## src/rtl/debug_reg_dumper_if.sv

```systemverilog
// Signal bundle between the register-file debug port, its dumper and the board UART pin.
// Handshake: start is a one-cycle request. It is honoured only when the dumper is idle.
// busy stays high from the accepted start until done, which is a single-cycle pulse.
interface debug_reg_dumper_if #(
    parameter int WIDTH = 32
);
    logic             start;
    logic [WIDTH-1:0] debug_out;
    logic [3:0]       debug_source_select;
    logic             tx;
    logic             busy;
    logic             done;

    modport master (
        output start,
        output debug_out,
        input  debug_source_select,
        input  tx,
        input  busy,
        input  done
    );

    modport slave (
        input  start,
        input  debug_out,
        output debug_source_select,
        output tx,
        output busy,
        output done
    );
endinterface

```

## src/rtl/debug_reg_dumper.sv

```systemverilog
// Sweeps the datapath debug port over R0..R(NUM_REGS-1) and sends each register
// as a 5-byte UART 8N1 frame: index byte, then the value MSB byte first.
module debug_reg_dumper #(
    parameter int WIDTH    = 32,
    parameter int NUM_REGS = 16,
    parameter int CLK_DIV  = 868
) (
    input  logic                clk,
    input  logic                reset,
    debug_reg_dumper_if.slave   bus,
    output logic [2:0]          fsm_state
);
    localparam int CW = (CLK_DIV > 2) ? $clog2(CLK_DIV) : 1;
    localparam logic [CW-1:0] BIT_LAST = CW'(CLK_DIV - 1);
    localparam logic [3:0]    IDX_LAST = 4'(NUM_REGS - 1);

    typedef enum logic [2:0] {
        S_IDLE    = 3'd0,
        S_SELECT  = 3'd1,
        S_CAPTURE = 3'd2,
        S_SEND    = 3'd3,
        S_FINISH  = 3'd4
    } state_t;

    state_t           state;
    logic [3:0]       idx;
    logic [WIDTH-1:0] shadow;
    logic [CW-1:0]    bit_cnt;
    logic [3:0]       bit_idx;
    logic [2:0]       byte_cnt;
    logic [7:0]       cur_byte;

    assign fsm_state = state;

    always_comb begin
        cur_byte = 8'h00;
        case (byte_cnt)
            3'd0:    cur_byte = {4'h0, idx};
            3'd1:    cur_byte = shadow[31:24];
            3'd2:    cur_byte = shadow[23:16];
            3'd3:    cur_byte = shadow[15:8];
            3'd4:    cur_byte = shadow[7:0];
            default: cur_byte = 8'h00;
        endcase
    end

    always_ff @(posedge clk or negedge reset) begin
        if (!reset) begin
            state                   <= S_IDLE;
            idx                     <= 4'd0;
            shadow                  <= '0;
            bit_cnt                 <= '0;
            bit_idx                 <= 4'd0;
            byte_cnt                <= 3'd0;
            bus.tx                  <= 1'b1;
            bus.busy                <= 1'b0;
            bus.done                <= 1'b0;
            bus.debug_source_select <= 4'd0;
        end else begin
            bus.done <= 1'b0;
            case (state)
                S_IDLE: begin
                    if (bus.start) begin
                        state                   <= S_SELECT;
                        bus.busy                <= 1'b1;
                        idx                     <= 4'd0;
                        bus.debug_source_select <= 4'd0;
                    end
                end
                S_SELECT: state <= S_CAPTURE;
                S_CAPTURE: begin
                    // tx drops here so the start bit lines up with the first SEND cycle
                    shadow   <= bus.debug_out;
                    byte_cnt <= 3'd0;
                    bit_cnt  <= '0;
                    bit_idx  <= 4'd0;
                    bus.tx   <= 1'b0;
                    state    <= S_SEND;
                end
                S_SEND: begin
                    if (bit_cnt == BIT_LAST) begin
                        bit_cnt <= '0;
                        if (bit_idx == 4'd9) begin
                            bit_idx <= 4'd0;
                            if (byte_cnt == 3'd4) begin
                                bus.tx <= 1'b1;
                                if (idx == IDX_LAST) begin
                                    state    <= S_FINISH;
                                    bus.busy <= 1'b0;
                                    bus.done <= 1'b1;
                                end else begin
                                    idx                     <= idx + 4'd1;
                                    bus.debug_source_select <= idx + 4'd1;
                                    state                   <= S_SELECT;
                                end
                            end else begin
                                byte_cnt <= byte_cnt + 3'd1;
                                bus.tx   <= 1'b0;
                            end
                        end else begin
                            // bit_idx 0..7 leads into data bit bit_idx; 8 leads into the stop bit
                            bit_idx <= bit_idx + 4'd1;
                            bus.tx  <= (bit_idx == 4'd8) ? 1'b1 : cur_byte[bit_idx[2:0]];
                        end
                    end else begin
                        bit_cnt <= bit_cnt + CW'(1);
                    end
                end
                S_FINISH: state <= S_IDLE;
                default:  state <= S_IDLE;
            endcase
        end
    end
endmodule

```

## src/flat_wrapper.sv

```systemverilog
// flat-port wrapper written by rule: the top's interface ports become plain ports
module debug_reg_dumper_flat 
#(
    parameter int WIDTH    = 32,
    parameter int NUM_REGS = 16,
    parameter int CLK_DIV  = 868
)
  (clk, reset, fsm_state, bus_start, bus_debug_out, bus_debug_source_select, bus_tx, bus_busy, bus_done);
  debug_reg_dumper_if #(.WIDTH(WIDTH)) bus_i ();
  input  logic clk;
  input  logic reset;
  output logic [2:0] fsm_state;
  input wire logic [$bits(bus_i.start)-1:0] bus_start;
  input wire logic [$bits(bus_i.debug_out)-1:0] bus_debug_out;
  output wire logic [$bits(bus_i.debug_source_select)-1:0] bus_debug_source_select;
  output wire logic [$bits(bus_i.tx)-1:0] bus_tx;
  output wire logic [$bits(bus_i.busy)-1:0] bus_busy;
  output wire logic [$bits(bus_i.done)-1:0] bus_done;
  assign bus_i.start = bus_start;
  assign bus_i.debug_out = bus_debug_out;
  assign bus_debug_source_select = bus_i.debug_source_select;
  assign bus_tx = bus_i.tx;
  assign bus_busy = bus_i.busy;
  assign bus_done = bus_i.done;
  debug_reg_dumper #(.WIDTH(WIDTH), .NUM_REGS(NUM_REGS), .CLK_DIV(CLK_DIV)) u_core (.clk(clk), .reset(reset), .bus(bus_i), .fsm_state(fsm_state));
endmodule
```

## config.mk

```make
export PLATFORM = sky130hd
export DESIGN_NAME = debug_reg_dumper_flat
export DESIGN_NICKNAME = d
export VERILOG_FILES = /design/src/rtl/debug_reg_dumper_if.sv /design/src/rtl/debug_reg_dumper.sv /design/src/flat_wrapper.sv
export SDC_FILE = /design/constraint.sdc
export NUM_CORES = 1
export LEC_CHECK = 0
export BUFFER_PORTS_ARGS = -buffer_cell sky130_fd_sc_hd__buf_2
export CORE_ASPECT_RATIO = 0.75
export CORE_MARGIN = 2
export CORE_UTILIZATION = 55
export CTS_BUF_LIST = sky130_fd_sc_hd__clkbuf_4
export DETAILED_ROUTE_END_ITERATION = 8
export GPL_TIMING_DRIVEN = 0
export PLACE_DENSITY_LB_ADDON = 0.3
export SYNTH_ARGS = -nofsm -noshare
export SYNTH_HDL_FRONTEND = slang
export SYNTH_SLANG_ARGS = --single-unit
export TNS_END_PERCENT = 50
```

## constraint.sdc

```tcl
create_clock -name clk -period 2.3 [get_ports clk]
set_input_delay 0.46 -clock clk [delete_from_list [all_inputs] [get_ports clk]]
set_output_delay 0.46 -clock clk [all_outputs]
set_load 0.01 [all_outputs]
```

---- Word-level counts from Yosys, hierarchy flattened ----
Index checks and enable logic that the tools add are counted.
operators by class
  add/subtract/negate cells ............... 4
  magnitude comparators ................... 1
  equality and inequality tests ........... 18
  mux-type cells .......................... 40
  reduce and logical (&&, ||, !) cells .... 9
operator list
  kind                                                                  count
  8-bit case mux with 5 select lines                                    1
  4-bit two-way mux                                                     7
  3-bit two-way mux                                                     8
  10-bit case mux with 2 select lines                                   1
  4-bit case mux with 2 select lines                                    2
  1-bit two-way mux                                                     15
  3-bit by 2-bit == test with 1-bit output, second input constant       4
  4-bit == test, second input constant                                  3
  3-bit case mux with 4 select lines                                    1
  6-bit AND reduction                                                   2
  10-bit by 1-bit adder with 10-bit output, second input constant       1
  10-bit == test, second input constant                                 1
  10-bit two-way mux                                                    1
  4-bit by 1-bit adder with 4-bit output, second input constant         2
  2-bit by 1-bit != test with 1-bit output, second input constant       4
  4-bit AND reduction                                                   2
  3-bit by 1-bit == test with 1-bit output, second input constant       2
  3-bit logical NOT                                                     2
  2-bit != test, second input constant                                  3
  3-bit case mux with 2 select lines                                    1
  3-bit by 4-bit < comparator with 1-bit output, second input constant  1
  1-bit case mux with 2 select lines                                    2
  2-bit nonzero test                                                    2
  3-bit by 1-bit adder with 3-bit output, second input constant         1
  other kinds (3)                                                       3
storage, ports and cells
  register bits after elaboration ......... 59
  bits of input ports ..................... 35
  output and inout bits ................... 10
  logic and storage cells ................. 81

---- Depth between registers and ports, before layout ----
Gate-level depths: netlist of run 1.
  word-level depth ........................ 8
  gate-level depth with buffers ........... 10

---- Worst setup path before layout of run 1 ----
No wires, ideal clock.
  kind .................................... flip-flop to flip-flop
  start ................................... register u_core.byte_cnt[2]
  end ..................................... register u_core.bus.tx
  setup time .............................. 82 ps
  data arrival time ....................... 1997 ps
  required time ........................... 2218 ps
  slack ................................... 221 ps
  stages on the path, launching flop included .. 11
  buffers on the path ..................... 3
  clock period less this slack ............ 2079 ps
  cell sequence ........................... dfrtp_1 -> buf_2 -> clkbuf_1 -> inv_1 -> ha_1 -> clkbuf_1 -> a21oi_1 -> o221ai_1 -> a31oi_1 -> a222oi_1 -> o31a_1
between the ends
  longest elaborated chain between the ends .. 8
  elaborated cells on any way between the ends .. 13
RTL lines
  what                                         line                                            RTL
  start: declaration                           debug_reg_dumper.sv:30                          logic [2:0] byte_cnt;
  start signal: assignment                     debug_reg_dumper.sv:97                          byte_cnt <= byte_cnt + 3'd1;
  3-bit == test, or another cell as far along  debug_reg_dumper.sv:37, debug_reg_dumper.sv:85
  8-bit case mux with 5 select lines           debug_reg_dumper.sv:37                          case (byte_cnt)
  1-bit binary-select mux with 3-bit select    debug_reg_dumper.sv:103                         bus.tx <= (bit_idx == 4'd8) ? 1'b1 : cur_byte[bit_idx[2:0]];
  1-bit two-way mux (not written as such)      debug_reg_dumper.sv:103
  1-bit two-way mux                            debug_reg_dumper.sv:103
  1-bit two-way mux (*)                        debug_reg_dumper.sv:83                          if (bit_idx == 4'd9) begin
  1-bit two-way mux (*)                        debug_reg_dumper.sv:81                          if (bit_cnt == BIT_LAST) begin
  1-bit case mux with 2 select lines (*)       debug_reg_dumper.sv:61                          case (state)
  end signal: assignment                       debug_reg_dumper.sv:103
  end: declaration                             debug_reg_dumper_if.sv:27                       output tx,
Mark *: on every way between the ends. The rest lies on a longest branch, timed or not. The select of a mux whose other input is x is not followed.
A chain may end at the register's enable or synchronous reset.

---- Final worst setup path of run 1 ----
Ends and elaborated chain as after synthesis.

==> flow_summary.toml, run 1 <==
[run_status]
status = "completed"

[timing]
setup_violations = 0
skew_ns = 0.0202
rsz0062_at_grt = "yes"
slew_headroom_pct = 50.4
max_clock_freq_mhz = 450
fin_crit_sh_pct = 96.6
tightest_slew_ns = 0.744
fin_crit_ns = 2.22
hold_viol_final = 0
finalMaxSlewViolations = 0

[setup_path]
regToRegEndpoint = "u_core.bus.tx"
cp.required_ns = 2.64
r2r-start = "u_core.byte_cnt[2]"
worstSetupStartpointType = "flip-flop"
worstPathMaxFanout = 10
arrival_ns = 2.56
rrSetupSlack_ns = 0.08
ff2ff_path_depth = 9
crit_path_end_kind = "flip-flop"
crit_type = "flip-flop to flip-flop"
crit_path_start = "u_core.byte_cnt[2]"

[yosys]
synth_ff_type = "dfrtp_1"
avgSynthCellArea_um2 = 8.86
synth_seq_cells = 59
synth_area_mm2 = 0.00308
synth_most_common_cell = "nand2_1"
netlist_top_cells_area = "dfrtp_1, nand2_1, o21ai_0"
yosysUniqueCellTypes = 52
synthesis.nets = 390
synthArstFlopShare_pct = 100
synth_edf_count = 0
syn_inst = 348
ys_warn_count = 0
yosys.area.top_type = "dfrtp_1"
seq_area_frac_synth_pct = 47.9
synth_top_cell_area_share_pct = 47.1
yosys-top-cells-count = "nand2_1, dfrtp_1, o21ai_0"

[clocking]
cts_hold_repair.buffers = 0
post_cts_resized = 2
clk_path_buf_depth = 2
cts_setup_buffers = 0
cts_tree = "yes"
clk_latency_ns = 0.42
cts.sinks = 59
clk_pin_slew_ns = 0.10
cts-root-buf = "clkbuf_4"
cts_buffers = 9
cts_max_level = 3

[layout]
layout.nets = 443
drive_above_1_share_pct = 20.2
syn_to_final_growth_pct = 16.6
final_area_mm2 = 0.00359
num_antenna_cells = 0

[die]
core_mm2 = 0.00538
rows = 23
start_util_pct = 57.3
die_x_um = 90.4
ios = 45
die_y_um = 68.8
die-area_mm2 = 0.00622

[grt]
grt_overflow_total = 0
grt_usage_pct = 25.1
grt_pass1_vias = 2473
grt_max_degree = 60
antenna_found_initial = 0
grt_first_pass_wirelength_um = 11900

[min_path]
hold_path.class = "input pin to async pin"

[routing]
wire_per_inst_um = 15.2
vias = 2734
drc = 0
routed_wl_um = 7300
first_iter_violations = 381
routed_via_density = 5.68
dr.pass1.iters = 7
drtAntennaViolNets = 0

[placement]
port_buffers = 44
placed_area_mm2 = 0.00340
gp_congestion = 0.908
place_hpwl_um = 5120

[power_and_ir_drop]
vdd_ir_drop_max_v = 0.000541
p_leak_nw = 1.70
powerDensity_mw_per_mm2 = 727
power_mw = 2.61

[flow_run]
maxCapViolCount = 0
-- metal layers --
metal / wire (µm) / track usage (%)
met1: 3610 / 36.5
met2: 3130 / 37.1
met3: 460 / 6.09
met4: 103 / 8.85
met5: 0 / 0
-- how the worst max path moves through the flow --
stage	endpoint	slack, ns	cells after the start
after global placement	u_core.bus.tx	-0.15	10
final	u_core.bus.tx	0.08	9
after floorplan	u_core.bus.tx	0.22	10
after detailed placement	u_core.bus.tx	-0.12	10
after CTS	u_core.bus.tx	0.05	9
after global routing	u_core.bit_cnt[2]	-0.01	7
-- critical path, stage by stage, from the launching register on --
cell and delay, ns:
dfrtp_1 0.33, buf_2 0.24, clkbuf_4 0.25, inv_1 0.08, ha_2 0.24, a21boi_0 0.29
o221ai_1 0.19, nand3_1 0.12, a222oi_1 0.11, o31a_1 0.29
-- report_power, final --
group          internal [mW]  switching, mW
Sequential              1.19          0.135
Clock                  0.564          0.401
Combinational          0.145          0.180
-- logic make-up after synthesis --
logic type	synth area share, %
AND/OR/NAND/NOR	26.1
adder cells (fa/ha/maj)	2.84
buffers and inverters	3.94
multiplexers	1.66
XOR/XNOR	0.284
AO/OA/AOI/OAI	17.2
flip-flops	47.9
-- per-stage QoR --
step                      hold slack (ns)  instances  setup TNS [ns]  setup WS, ns  util, %
final                               0.103        481               0        0.0793     66.8
after global routing                0.149        481         -0.0123       -0.0123     66.8
after CTS                           0.211        482               0        0.0544     66.6
after detailed placement            0.465        467          -0.121        -0.121     63.1
after global placement              0.459        467          -0.155        -0.155     63.1
after floorplan                     0.164        348               0         0.221        -
-- registers in the layout, summed over array words and instances, names as in the netlist --
signal / flops
u_core.idx: 4
u_core.shadow: 32
u_core.byte_cnt: 3
u_core.bit_idx: 4
u_core.bus.done: 1
u_core.fsm_state: 3
u_core.bus.tx: 1
u_core.bit_cnt: 10
u_core.bus.busy: 1
-- cell usage in the layout (no fill, tap or decap), drive strengths merged, types with 9 or more instances in the layout --
cell type and instances:
nand2 114, dfrtp 58, buf 48, clkbuf 25, o21ai 21, nor2 13, nand3 11, inv 10
o31ai 9, a22oi 9, a21oi 9
-- cell type report --
class | count | area (µm²)
Multi-Input combinational cell | 258 | 1490
Clock buffer | 10 | 75.1
Timing Repair Buffer | 44 | 223
Clock inverter | 6 | 114
Buffer | 19 | 80.1
Inverter | 10 | 37.5
Fill cell | 477 | 1790
Tap cell | 75 | 93.8
Sequential cell | 59 | 1480
(Power assumes the default switching activity.)
==> inputs of run 2 (changes only) <==
- CORE_ASPECT_RATIO: 0.75 -> unset
- clock period: 2.3 -> 2.18 ns (I/O delays scaled with it)
==> run 2 against run 1 <==
- register-to-register slack improved by 0.03 ns
- utilization decreased by 2.3 points
- non-clock buffer count unchanged
- sequential cell count unchanged
- global-route usage decreased by 0.94 points
- hold slack got worse by 0.033 ns
- power decreased by 9.7%
- combinational power increased by 2%
- first-iteration DRC count decreased by 28%
- cell count decreased by 0.83%
- largest cell class unchanged
==> flow_summary.toml, run 2 (synthesis results as in run 1) <==
[routing]
first_iter_violations = 274
vias = 2707
drtAntennaViolNets = 0
drc = 0
routed_via_density = 5.68
wire_per_inst_um = 14.4
routed_wl_um = 6860
dr.pass1.iters = 5

[setup_path]
crit_path_end_kind = "flip-flop"
r2r-start = "u_core.byte_cnt[1]"
cp.required_ns = 2.53
worstPathMaxFanout = 9
crit_type = "flip-flop to flip-flop"
regToRegEndpoint = "u_core.bus.tx"
worstSetupStartpointType = "flip-flop"
rrSetupSlack_ns = 0.11
ff2ff_path_depth = 7
arrival_ns = 2.43

[layout]
multi_input_area_mm2 = 0.00151
syn_to_final_growth_pct = 14.4
num-fill-cells = 476
mostFrequentLayoutCell = "nand2_1"
num_antenna_cells = 0
reg_top3 = "u_core.shadow (32), u_core.bit_cnt (10)"
largest_reg_flops = 32
drive_above_1_share_pct = 21.0
final_area_mm2 = 0.00353
mostFrequentLayoutCells = "nand2_1, dfrtp_1, buf_2"
layout.nets = 443
seqCellArea_mm2 = 0.00148
top_register = "u_core.shadow"

[grt]
grt_pass1_vias = 2536
antenna_found_initial = 0
grt_usage_pct = 24.2
grt_max_degree = 60
grt_first_pass_wirelength_um = 11700
grt_overflow_total = 0

[clocking]
cts_max_level = 3
cts-root-buf = "clkbuf_4"
cts.sinks = 59
clk_pin_slew_ns = 0.10
clk_latency_ns = 0.41
cts_hold_repair.buffers = 0
cts_setup_buffers = 0
cts_buffers = 9
clk_path_buf_depth = 2
cts_tree = "yes"

[placement]
place_hpwl_um = 4810
placed_area_mm2 = 0.00339
gp_congestion = 0.842
port_buffers = 44

[die]
ios = 45
die_y_um = 78.9
start_util_pct = 56.3
die-area_mm2 = 0.00622
rows = 27
die_x_um = 78.9
core_mm2 = 0.00547

[power_and_ir_drop]
power_mw = 2.36
powerDensity_mw_per_mm2 = 669
p_leak_nw = 1.68
vdd_ir_drop_max_v = 0.000391

[timing]
tightest_slew_ns = 0.724
fin_crit_ns = 2.07
finalMaxSlewViolations = 0
rsz0062_at_grt = "yes"
fin_crit_sh_pct = 95.1
slew_headroom_pct = 51.7
setup_violations = 0
finalSetupTns_ns = 0
max_clock_freq_mhz = 482
skew_ns = 0.0175
hold_viol_final = 0

[run_status]
status = "completed"

[flow_run]
maxCapViolCount = 0

[min_path]
hold_path.class = "input pin to async pin"
## run 2: routing by layer
metal	share of wire (%)	up-vias	global-route usage [%]	wire [µm]
li1	-	1324	-	-
met1	47	1303	34.3	3230
met2	46	65	36.0	3160
met3	5.1	15	6.93	348
met4	1.7	0	8.10	115
met5	0	-	0	0
## run 2: where the power goes
| group | leakage, nW | switching (mW) | total (mW) | internal [mW] |
|---|---|---|---|---|
| registers | 0.708 | 0.134 | 1.39 | 1.26 |
| logic | 0.908 | 0.177 | 0.332 | 0.155 |
| clock network | 0.0639 | 0.394 | 0.639 | 0.245 |
| total | 1.68 | 0.705 | 2.36 | 1.66 |
## run 2: critical path, stage by stage, from the launching register on
cell       delay (ns)
dfrtp_1          0.44
inv_1            0.10
ha_1             0.41
a22oi_1          0.18
o2111ai_1        0.21
a31oi_1          0.12
a222oi_1         0.36
o31a_1           0.19
## run 2: through the flow
stage          instances  setup WS (ns)  hold slack, ns  util [%]
6_report             477          0.106          0.0705      64.4
5_1_grt              477        -0.0162           0.115      64.4
4_1_cts              478       0.000150           0.205      63.9
3_5_place_dp         464         -0.192           0.463      62.0
3_3_place_gp         464         -0.202           0.458      62.0
2_1_floorplan        348          0.101           0.140         -
## run 2: final cells by class
type | instances | share of cell area [%]
Multi-Input combinational cell | 258 | 42.8
Tap cell | 72 | 2.56
Clock inverter | 4 | 0.532
Inverter | 10 | 1.06
Sequential cell | 59 | 41.9
Timing Repair Buffer | 44 | 6.32
Buffer | 19 | 2.45
Clock buffer | 11 | 2.34
## run 2: how the worst max path moves through the flow
stage                  startpoint       endpoint  slack, ns  cells past startpoint
2_1_floorplan  u_core.byte_cnt[2]  u_core.bus.tx       0.10                     10
3_3_place_gp   u_core.byte_cnt[2]  u_core.bus.tx      -0.20                     10
3_5_place_dp   u_core.byte_cnt[2]  u_core.bus.tx      -0.19                     10
4_1_cts        u_core.byte_cnt[2]  u_core.bus.tx     0.0002                      9
5_1_grt        u_core.byte_cnt[1]  u_core.bus.tx      -0.02                      7
6_report       u_core.byte_cnt[1]  u_core.bus.tx       0.11                      7
## run 2: what timing repair did
action,CTS,global route
endpoints found under the setup margin,2,10
pin swaps,0,1
gates resized for setup,3,13
==> inputs of run 3 (changes only) <==
- GPL_TIMING_DRIVEN: 0 -> unset
- PLACE_DENSITY: unset -> 0.77
- PLACE_DENSITY_LB_ADDON: 0.3 -> unset
==> run 3 against run 2 <==
- via count down 1.4%
- largest cell class unchanged
- utilization up 0.43 points
- global-route usage up 0.50 points
==> flow_summary.toml, run 3 (synthesis results as in run 1) <==
[layout]
reg_top3 = "u_core.shadow (32), u_core.bit_cnt (10)"
layout.nets = 437
num_antenna_cells = 0
drive_above_1_share_pct = 20.8
largest_reg_flops = 32
top_register = "u_core.shadow"
syn_to_final_growth_pct = 15.2
mostFrequentLayoutCell = "nand2_1"
final_util_pct = 64.9
mostFrequentLayoutCells = "nand2_1, dfrtp_1, buf_2"

[clocking]
clk_latency_ns = 0.39
clk_pin_slew_ns = 0.10
cts_tree = "yes"
clk_path_buf_depth = 2
cts.sinks = 59
cts-root-buf = "clkbuf_4"
cts_buffers = 9
cts_max_level = 3

[timing]
setup_violations = 0
tightest_slew_ns = 0.591
hold-worst-slack_ns = 0.219
rsz0062_at_grt = "no"
hold_viol_final = 0
finalSetupTns_ns = 0
max_clock_freq_mhz = 492
fin_crit_ns = 2.03
skew_ns = 0.00804
finalMaxSlewViolations = 0
slew_headroom_pct = 60.6
fin_crit_sh_pct = 93.2

[run_status]
status = "completed"

[power_and_ir_drop]
clkPwrFrac_pct = 29.8
p_leak_nw = 1.70
power_mw = 2.48
combPwrFrac_pct = 13.6
switching_share_pct = 29.6
vdd_ir_drop_max_v = 0.000484
powerDensity_mw_per_mm2 = 699
p_int_mw = 1.75
p_sw_mw = 0.734
seqPwrFrac_pct = 56.6

[routing]
dr.pass1.iters = 7
vias = 2668
drtAntennaViolNets = 0
wire_per_inst_um = 14.7
routed_via_density = 5.65
drc = 0
routed_wl_um = 6930
first_iter_violations = 311

[setup_path]
cp_top_family = "simple AND/OR/NAND/NOR gates"
cp_cell_sequence = "ha_1 > nand4b_4 > nor3_4 > a21oi_2 > or4_1 > a21oi_1"
worstSetupStartpointType = "flip-flop"
arrival_ns = 2.35
crit_path_start = "u_core.bit_cnt[0]"
crit_type = "flip-flop to flip-flop"
ff2ff_path_depth = 6
path_buf_inv = 0
cp.depth = 6
crit_path_end_kind = "flip-flop"
worstPathMaxFanout = 9
cp.required_ns = 2.50
slowest_stage = "or4_1"
rrSetupSlack_ns = 0.15
r2r-start = "u_core.bit_cnt[0]"
max_stage_delay_ns = 0.51
regToRegEndpoint = "u_core.idx[3]"
crit_path_end = "u_core.idx[3]"

[die]
start_util_pct = 56.3
die_x_um = 78.9
die_y_um = 78.9
ios = 45
rows = 27
core_mm2 = 0.00547
die-area_mm2 = 0.00622

[flow_run]
maxCapViolCount = 0

[grt]
grt_first_pass_wirelength_um = 12100
grt_pass1_vias = 2517
grt_usage_pct = 24.7
grt_overflow_total = 0
grt_max_degree = 40
antenna_found_initial = 0

[placement]
port_buffers = 44
place_hpwl_um = 4790
gp_congestion = 0.919

[min_path]
hold_path.class = "input pin to flip-flop"
[run 3: cell types whose count changed in the layout (fill, tap and decap cells not counted), moves of 3 or more]
cell and change:
ha_1 +3, clkbuf_1 -11, buf_4 +10, clkbuf_4 -4, clkbuf_2 -3
[run 3: worst min-delay path by stage]
stage / start / endpoint / slack, ns / cells past startpoint
after detailed placement: reset / u_core.shadow[14] / 0.43 / 1
after global routing: bus_debug_out[19] / u_core.shadow[19] / 0.21 / 3
after CTS: bus_debug_out[21] / u_core.shadow[21] / 0.21 / 3
final: bus_debug_out[4] / u_core.shadow[4] / 0.22 / 3
after global placement: reset / u_core.shadow[14] / 0.43 / 1
after floorplan: reset / u_core.bit_cnt[0] / 0.14 / 0
[run 3: final cells by class]
type / instances / area, µm²
flip-flops and latches: 59 / 1480
repair buffers: 57 / 333
inverters: 10 / 37.5
clock buffers: 9 / 67.6
fillers: 494 / 1920
multi-input cells: 258 / 1490
well taps: 72 / 90.1
clock inverters: 7 / 58.8
[run 3: timing repair]
item                                    CTS  global route
endpoints found under the setup margin    0             0
hold endpoints to repair                 11             0
hold buffers                              1             0
resized for setup                         0             0
setup buffers                             0             0
[run 3: routing by layer]
layer | global-route usage [%] | wire length [µm] | vias to the layer above
li1 | - | - | 1310
met1 | 35.1 | 3250 | 1256
met2 | 38.7 | 3220 | 93
met3 | 5.45 | 372 | 9
met4 | 6.38 | 85 | 0
met5 | 0 | 0 | -
[run 3: tightest hold or removal path, cell delays in order]
cell,delay [ns]
buf_2,0.07
nand2_1,0.04
nand2_1,0.04
[run 3: metrics by stage]
step / setup slack (ns) / std cells / instance area, µm²
3_3_place_gp: 0.239 / 455 / 3410
6_report: 0.148 / 472 / 3550
3_5_place_dp: 0.186 / 455 / 3410
5_1_grt: 0.00133 / 472 / 3550
4_1_cts: 0.132 / 472 / 3550
2_1_floorplan: 0.101 / 348 / 3080
[run 3: power by group through the flow]
stage	Clock (mW)	Sequential, mW	Combinational [mW]
final	0.738	1.40	0.339
after floorplan	0	1.38	0.226
after CTS	0.745	1.40	0.345
after global placement	0	1.42	0.320
after detailed placement	0	1.42	0.338
after global routing	0.803	1.42	0.397
